`config.mk`:
```
export PLATFORM = sky130hd
export DESIGN_NAME = cpu_run_control
export DESIGN_NICKNAME = d
export VERILOG_FILES = /design/src/rtl/cpu_run_control.sv
export SDC_FILE = /design/constraint.sdc
export NUM_CORES = 1
export LEC_CHECK = 0
export CORE_MARGIN = 5
export CORE_UTILIZATION = 30
export DETAILED_ROUTE_END_ITERATION = 7
export PLACE_DENSITY_LB_ADDON = 0.15
export SYNTH_ARGS = -nofsm -noshare
export SYNTH_HDL_FRONTEND = slang
export SYNTH_SLANG_ARGS = --single-unit
export TNS_END_PERCENT = 20
```
`constraint.sdc`:
```
create_clock -name clk -period 2.6 [get_ports clk]
set_input_delay 0.39 -clock clk [delete_from_list [all_inputs] [get_ports clk]]
set_output_delay 0.39 -clock clk [all_outputs]
set_load 0.02 [all_outputs]
```
`src/rtl/cpu_run_control.sv`:
```
// CPU run control: turns the prescaler tick into a gated CPU clock-enable
// driven by a debounced run switch, a single-step button and the CPU halt request.
module cpu_run_control #(
  parameter int unsigned DEBOUNCE_CYCLES = 32'd50000,
  parameter int unsigned CNT_W           = 32
) (
  input  logic             clk,
  input  logic             rst_n,
  input  logic             tick,
  input  logic             run_sw,
  input  logic             step_btn_n,
  input  logic             halt_req,
  output logic             cpu_ce,
  output logic [1:0]       state,
  output logic [CNT_W-1:0] cycle_cnt
);

  localparam int unsigned DB_W = (DEBOUNCE_CYCLES > 2) ? $clog2(DEBOUNCE_CYCLES) : 1;
  localparam logic [DB_W-1:0] DB_MAX = DB_W'(DEBOUNCE_CYCLES - 1);

  typedef enum logic [1:0] {
    IDLE   = 2'd0,
    RUN    = 2'd1,
    STEP   = 2'd2,
    HALTED = 2'd3
  } state_t;

  state_t cur_state;
  state_t next_state;

  logic [1:0]      run_sync;
  logic [1:0]      step_sync;
  logic            run_synced;
  logic            step_synced;
  logic [DB_W-1:0] run_cnt;
  logic [DB_W-1:0] step_cnt;
  logic            run_db;
  logic            step_db;
  logic            step_prev;
  logic            step_press;
  logic            ce_next;

  // The button is active-low on the board; invert before synchronising so
  // everything downstream treats 1 as pressed.
  always_ff @(posedge clk) begin
    if (!rst_n) begin
      run_sync  <= 2'b00;
      step_sync <= 2'b00;
    end else begin
      run_sync  <= {run_sync[0], run_sw};
      step_sync <= {step_sync[0], ~step_btn_n};
    end
  end

  assign run_synced  = run_sync[1];
  assign step_synced = step_sync[1];

  always_ff @(posedge clk) begin
    if (!rst_n) begin
      run_cnt <= '0;
      run_db  <= 1'b0;
    end else if (run_synced == run_db) begin
      run_cnt <= '0;
    end else if (run_cnt == DB_MAX) begin
      run_db  <= run_synced;
      run_cnt <= '0;
    end else begin
      run_cnt <= run_cnt + DB_W'(1);
    end
  end

  always_ff @(posedge clk) begin
    if (!rst_n) begin
      step_cnt <= '0;
      step_db  <= 1'b0;
    end else if (step_synced == step_db) begin
      step_cnt <= '0;
    end else if (step_cnt == DB_MAX) begin
      step_db  <= step_synced;
      step_cnt <= '0;
    end else begin
      step_cnt <= step_cnt + DB_W'(1);
    end
  end

  always_ff @(posedge clk) begin
    if (!rst_n) begin
      step_prev <= 1'b0;
    end else begin
      step_prev <= step_db;
    end
  end

  assign step_press = step_db & ~step_prev;

  always_ff @(posedge clk) begin
    if (!rst_n) begin
      cur_state <= IDLE;
    end else begin
      cur_state <= next_state;
    end
  end

  // Halt outranks the run switch in RUN; once HALTED only dropping run
  // returns to IDLE, so releasing halt_req alone never restarts the CPU.
  always_comb begin
    next_state = cur_state;
    case (cur_state)
      IDLE: begin
        if (run_db) begin
          next_state = RUN;
        end else if (step_press) begin
          next_state = STEP;
        end
      end
      RUN: begin
        if (halt_req) begin
          next_state = HALTED;
        end else if (!run_db) begin
          next_state = IDLE;
        end
      end
      STEP: begin
        if (tick) begin
          next_state = halt_req ? HALTED : IDLE;
        end
      end
      HALTED: begin
        if (!run_db) begin
          next_state = IDLE;
        end
      end
      default: next_state = IDLE;
    endcase
  end

  // Enable is decided from the old state, so a tick on the edge that leaves
  // RUN or STEP still produces its pulse.
  assign ce_next = tick & ~halt_req & ((cur_state == RUN) | (cur_state == STEP));

  always_ff @(posedge clk) begin
    if (!rst_n) begin
      cpu_ce    <= 1'b0;
      cycle_cnt <= '0;
    end else begin
      cpu_ce <= ce_next;
      if (cpu_ce) begin
        cycle_cnt <= cycle_cnt + CNT_W'(1);
      end
    end
  end

  assign state = cur_state;

endmodule

```
==> results of run 1 <==
-- cells by family (layout without fill, tap and decap cells) --
group	after synthesis	after routing	synth area share (%)
AOI/OAI and AO/OA	57	57	10.3
xor gates and xnor gates	36	36	9.35
adders and majority gates	8	8	2.97
buffers and inverters	30	74	3.60
DFF	74	74	43.9
muxes	4	4	1.19
and+or+nand+nor	174	174	28.7
-- layout make-up --
class,instances,area [um2],area share (%)
clock buffer,9,225,5.35
clock inverter,7,70.1,1.67
inverter,13,48.8,1.16
multi-input combinational,279,1770,42.0
sequential,74,1480,35.2
tap,140,175,4.16
timing repair buffer,45,438,10.4
-- sequential cells by signal, indices dropped and copies added (netlist names) --
register and flops:
run_db 1, step_cnt 16, step_db 1, run_sync 2, step_prev 1, step_sync 2
state 2, run_cnt 16, cpu_ce 1, cycle_cnt 32
-- stage by stage --
step / instance area, um2 / hold WS, ns
after global placement: 3910 / 0.418
after CTS: 4210 / 0.431
after global routing: 4210 / 0.436
after floorplan: 3370 / 0.412
after detailed placement: 3910 / 0.421
final: 4210 / 0.429
-- worst paths after layout --
kind                        end  slack [ns]  cells past startpoint          from
setup / recovery  cycle_cnt[27]        0.29                      4        cpu_ce
hold / removal     step_sync[1]        0.43                      1  step_sync[0]
setup reg to reg  cycle_cnt[27]        0.29                      4        cpu_ce
hold reg to reg    step_sync[1]        0.43                      1  step_sync[0]
-- layer usage --
| layer | global-route usage [%] | vias to the layer above |
|---|---|---|
| met5 | 0 | - |
| met1 | 17.0 | 1296 |
| met3 | 3.66 | 6 |
| met2 | 17.3 | 39 |
| met4 | 3.94 | 0 |
| li1 | - | 1454 |
-- power by group --
group | internal [mW] | leakage (nW) | total (mW) | switching, mW
Combinational | 0.0280 | 0.672 | 0.0669 | 0.0389
Sequential | 1.14 | 0.597 | 1.15 | 0.00777
Clock | 0.739 | 0.133 | 1.22 | 0.477
Total | 1.91 | 1.40 | 2.43 | 0.524
-- placed cells by master, fill, tap and decap left out, drive strengths merged, types with 2 or more instances in the layout --
cell           synthesis  layout
nand2                 20      20
and2                   8       8
xnor2                 16      16
nand3                 19      19
clkinv                 1       3
or3                   11      11
ha                     8       8
nor2                  44      44
o21ai                 12      12
and4                   5       5
or4                   12      12
nor4bb                 2       2
inv                   12      12
and3                  13      13
nand4                 19      19
nor3                   8       8
dfxtp                 74      74
clkbuf                14       9
clkinvlp               0       4
mux2i                  4       4
clkdlybuf4s50          0      40
buf                    3       5
o31a                   2       2
and4b                  3       3
xor2                  20      20
o31ai                 10      10
a21oi                 22      22
o211ai                 3       3
nor4                   5       5
o21a                   4       4
==> implementation parameters, run 1 <==
Parameter                              Value

Route
  Remaining antenna violation count    0
  Met3 wirelength from detailed routing    327 um
  Detailed-route wire length    7550 um
  Length of routed met2 wiring    3250 um
  Max layer used    met4
  Total iterations of the first detailed-routing run    4
  Post-route met1 wirelength    3910 um
  Per-cell via count in the routed design    4.93
  Vias after detailed routing    2795
  Average routed wire per standard cell    13.3 um
  Violation count after the first detailed-route iteration    101
  Drt drc    0

Synth
  Async set-or-reset flop fraction in the synthesized netlist    0%
  Most frequently used flop master after synthesis    dfxtp_1
  Count of flip-flops with a built-in enable after synthesis    0
  Synth top area cells    dfxtp_1 (44%), xor2_1 (5.2%), nor2_1 (4.9%), xnor2_1 (4.2%), nand4_1 (3.3%)
  Cell type with the highest aggregate area in the netlist    dfxtp_1
  Post-synthesis register bit count    74
  Post-synthesis instance area    3370 um2
  Net count of the mapped netlist    397
  Netlist cell types    42
  Post-Syn Instances    383
  Count leader, synth    dfxtp_1
  Sequential fraction of the synthesis area    43.9%
  Average footprint of a synthesized cell    8.80 um2
  Synth warnings    0
  Portion of synthesized cell area occupied by the leading cell type    43.9%
  Top cell types by occurrence after synthesis    dfxtp_1 (74), nor2_1 (44), a21oi_1 (22)

Floorplan
  Initial core utilization    30.8%
  Area of the die    13500 um2
  Ports placed on the boundary    41
  Height of the chip    116 um
  Core area    10900 um2
  Chip width    116 um
  Cell Rows    38

CTS
  Root Buffer Master    clkbuf_16
  Number of hold buffers added after cts    0
  Num CTS Buffers    9
  Number of resized instances in the post-cts repair step    0
  Maximum root-to-sink buffer count    2
  Later-pin clock latency in the skew report    0.33 ns
  Number of setup buffers added after CTS    0
  TritonCTS clock tree    done
  Clock-pin slew on the worst setup and hold paths    0.06 ns
  Clock sink count    74
  H-tree levels    3

Placed design
  DP Worst Slack    0.292 ns
  Number of buffer cells added on primary ports    40
  Final GP Congestion    0.760
  Cell count after placement    551
  HPWL after DPL    5290 um

Timing
  Maximum achievable frequency    432 MHz
  Setup Viol. Count Final    0
  Post-layout minimum cycle time    2.31 ns
  Number of hold-slack violations in the final timing report    0
  Clk_skew    0.00765 ns
  Least-Margin Pin Slew    0.605 ns
  Unrepaired setup endpoints after global routing    false
  Fin Setup TNS    0 ns
  Final critical-path setup slack    0.287 ns
  Headroom to the max-slew limit    59.5%
  Pins Over Slew Limit    0
  Final worst-path cycle share    88.9%

Layout
  Filler cells    1138
  Inserted Diodes    0
  Utilization after layout    38.5%
  Post-route non-filler standard cell count    567
  Final net count    436
  Area Growth Syn to Fin    24.8%
  Fraction of layout cells with a size suffix above 1    5.62%

Power and ir drop
  Power density normalized to cell area    578 nW/um2
  Sum of internal, switching and leakage power    2.43 mW
  Maximum ir drop on the vdd rail    0.311 mV
  Static leakage    1.40 nW

Worst setup path
  Critical path startpoint category    flop
  Data arrival, critical path    2.57 ns
  Delay of the slowest cell on the worst path    0.84 ns
  Largest delay share family, worst path    simple AND/OR/NAND/NOR gates
  Most used cell, CP    or4_1
  Cells along the critical path    nand4_4 > or4_1 > or4_1 > a21oi_1
  Crit-path slowest cell    or4_1
  CP endpoint kind    flop
  Critical path required time    2.86 ns
  WP buf/inv    0
  Category of the most critical setup path    flop to flop
  Max FO, Critical Path    17

Run
  Max-cap violations    0

GRT
  Wire length of the first global-routing pass    13000 um
  Number of global-route vias before repair    2654
  Overall Global Routing Usage    12.0%
  Initial antenna violation count    0
  Final global-route overflow total    0
  Pin count of the biggest net entering global routing    18

Outcome
  Outcome    finished, final reports clean

Hold path
  Hold WC Path Type    flop to flop
No activity file was read; power rests on OpenSTA's default activity.
==> run 2, diff against run 1 <==
--- a/config.mk
+++ b/config.mk
@@ -6,7 +6,7 @@
 export NUM_CORES = 1
 export LEC_CHECK = 0
 export CORE_MARGIN = 5
-export CORE_UTILIZATION = 30
+export CORE_UTILIZATION = 55
 export DETAILED_ROUTE_END_ITERATION = 7
 export PLACE_DENSITY_LB_ADDON = 0.15
 export SYNTH_ARGS = -nofsm -noshare
==> run 2 against run 1 <==
  * Sequential power about the same
  * Hold slack gained 0.015 ns
  * Register-to-register slack lost 0.03 ns
  * Die area is 42% lower
  * Cell count decreased by 12%
==> implementation parameters, run 2 (synthesized netlist as in run 1, its figures left out) <==
Parameter                              Value

Outcome
  Outcome    finished, final reports clean

CTS
  Clock sink count    74
  Clock-pin slew on the worst setup and hold paths    0.07 ns
  Root Buffer Master    clkbuf_8
  Number of hold buffers added after cts    0
  Number of resized instances in the post-cts repair step    0
  TritonCTS clock tree    done
  Maximum root-to-sink buffer count    2
  H-tree levels    3
  Num CTS Buffers    9
  Number of setup buffers added after CTS    0
  Later-pin clock latency in the skew report    0.34 ns

GRT
  Pin count of the biggest net entering global routing    34
  Wire length of the first global-routing pass    11700 um
  Number of global-route vias before repair    2613
  Overall Global Routing Usage    18.8%
  Final global-route overflow total    0
  Initial antenna violation count    0

Route
  Drt drc    0
  Total iterations of the first detailed-routing run    5
  Violation count after the first detailed-route iteration    122
  Vias after detailed routing    2863
  Average routed wire per standard cell    13.9 um
  Detailed-route wire length    6950 um
  Remaining antenna violation count    0
  Per-cell via count in the routed design    5.71

Timing
  Pins Over Slew Limit    0
  Unrepaired setup endpoints after global routing    false
  Final worst-path cycle share    90.0%
  Number of hold-slack violations in the final timing report    0
  Post-layout minimum cycle time    2.34 ns
  Least-Margin Pin Slew    0.578 ns
  Clk_skew    0.00700 ns
  Setup Viol. Count Final    0
  Fin Setup TNS    0 ns
  Maximum achievable frequency    427 MHz
  Headroom to the max-slew limit    61.4%

Layout
  Register area    1480 um2
  Fraction of layout cells with a size suffix above 1    4.93%
  Inserted Diodes    0
  Most frequent standard cell in the layout excluding fill and tap cells    dfxtp_1
  Biggest regs    cycle_cnt x32, run_cnt x16, step_cnt x16
  Highest-count cells in the layout ignoring fill and taps    dfxtp_1 (74), nor2_1 (44), clkdlybuf4s50_1 (40), a21oi_1 (22)
  Multi-input logic area    1770 um2
  Filler cells    510
  Area Growth Syn to Fin    18.8%
  Largest register by flop count    cycle_cnt
  Final net count    435
  Flip-flop count of the largest register after layout    32

Hold path
  Hold WC Path Type    flop to flop

Worst setup path
  Critical path required time    2.87 ns
  Data arrival, critical path    2.61 ns
  CP endpoint kind    flop
  Critical path startpoint category    flop
  Critical Path Sink    cycle_cnt[21]
  R2R Setup Slk    0.26 ns
  Launch instance of the worst register-to-register path    cpu_ce
  Launch point of the worst path    cpu_ce
  Register-to-Register Path Depth    4
  Worst r2r dst    cycle_cnt[21]
  Max FO, Critical Path    17
  Category of the most critical setup path    flop to flop

Floorplan
  Height of the chip    88.3 um
  Chip width    88.3 um
  Ports placed on the boundary    41
  Initial core utilization    56.6%
  Cell Rows    28
  Core area    5960 um2
  Area of the die    7790 um2

Placed design
  Number of buffer cells added on primary ports    40
  Final GP Congestion    0.788
  HPWL after DPL    4820 um

Power and ir drop
  Maximum ir drop on the vdd rail    0.422 mV
  Static leakage    1.36 nW
  Power density normalized to cell area    509 nW/um2
  Sum of internal, switching and leakage power    2.04 mW

Run
  Max-cap violations    0
run 2: changes by cell type in the layout (fill, tap and decap cells not counted), sizes merged:
| cell | previous run | this run |
|---|---|---|
| clkbuf | 9 | 14 |
| buf | 5 | 4 |
| clkinvlp | 4 | 0 |
| bufinv | 1 | 0 |
run 2: how the worst min path moves through the flow:
| stage | from | endpoint | slack (ns) | cells past startpoint |
|---|---|---|---|---|
| finish | run_cnt[0] | run_cnt[0] | 0.44 | 1 |
| CTS | run_cnt[0] | run_cnt[0] | 0.45 | 1 |
| global placement | step_sync[0] | step_sync[1] | 0.41 | 1 |
| floorplan | run_sync[0] | run_sync[1] | 0.41 | 1 |
| global route | run_sync[0] | run_sync[1] | 0.47 | 1 |
| detailed placement | run_sync[0] | run_sync[1] | 0.43 | 1 |
run 2: where the power goes:
| group | total, mW | switching, mW | leakage, nW | internal (mW) |
|---|---|---|---|---|
| Sequential | 1.15 | 0.00786 | 0.597 | 1.14 |
| Clock | 0.826 | 0.403 | 0.0965 | 0.423 |
| Combinational | 0.0649 | 0.0376 | 0.667 | 0.0273 |
run 2: worst max-delay path: stages (launching register included):
cell and delay, ns:
dfxtp_1 0.48, nand4_4 0.20, or4_1 0.83, or4_1 0.60, a21oi_1 0.16
run 2: per-stage QoR:
step                setup WS [ns]  cell area [um2]  util (%)  hold slack [ns]  cells
global route                0.135             4010      67.2            0.470    501
CTS                         0.268             4010      67.2            0.445    501
detailed placement          0.297             3820      64.2            0.428    485
floorplan                   0.500             3370         -            0.412    383
global placement            0.367             3820      64.2            0.414    485
finish                      0.260             4010      67.2            0.444    501
run 2: cell type report:
type,count,area share (%)
Multi-Input combinational cell,279,44.1
Sequential cell,74,37.0
Timing Repair Buffer,44,10.7
Clock buffer,14,4.31
Tap cell,75,2.34
Inverter,13,1.22
Clock inverter,2,0.250
run 2: routing by layer:
layer  up-vias  wire, um  track usage [%]
met3        11       324             4.19
li1       1454         -                -
met2        61      3330             31.1
met1      1337      3200             23.9
met4         0       102             7.55
met5         -         0                0
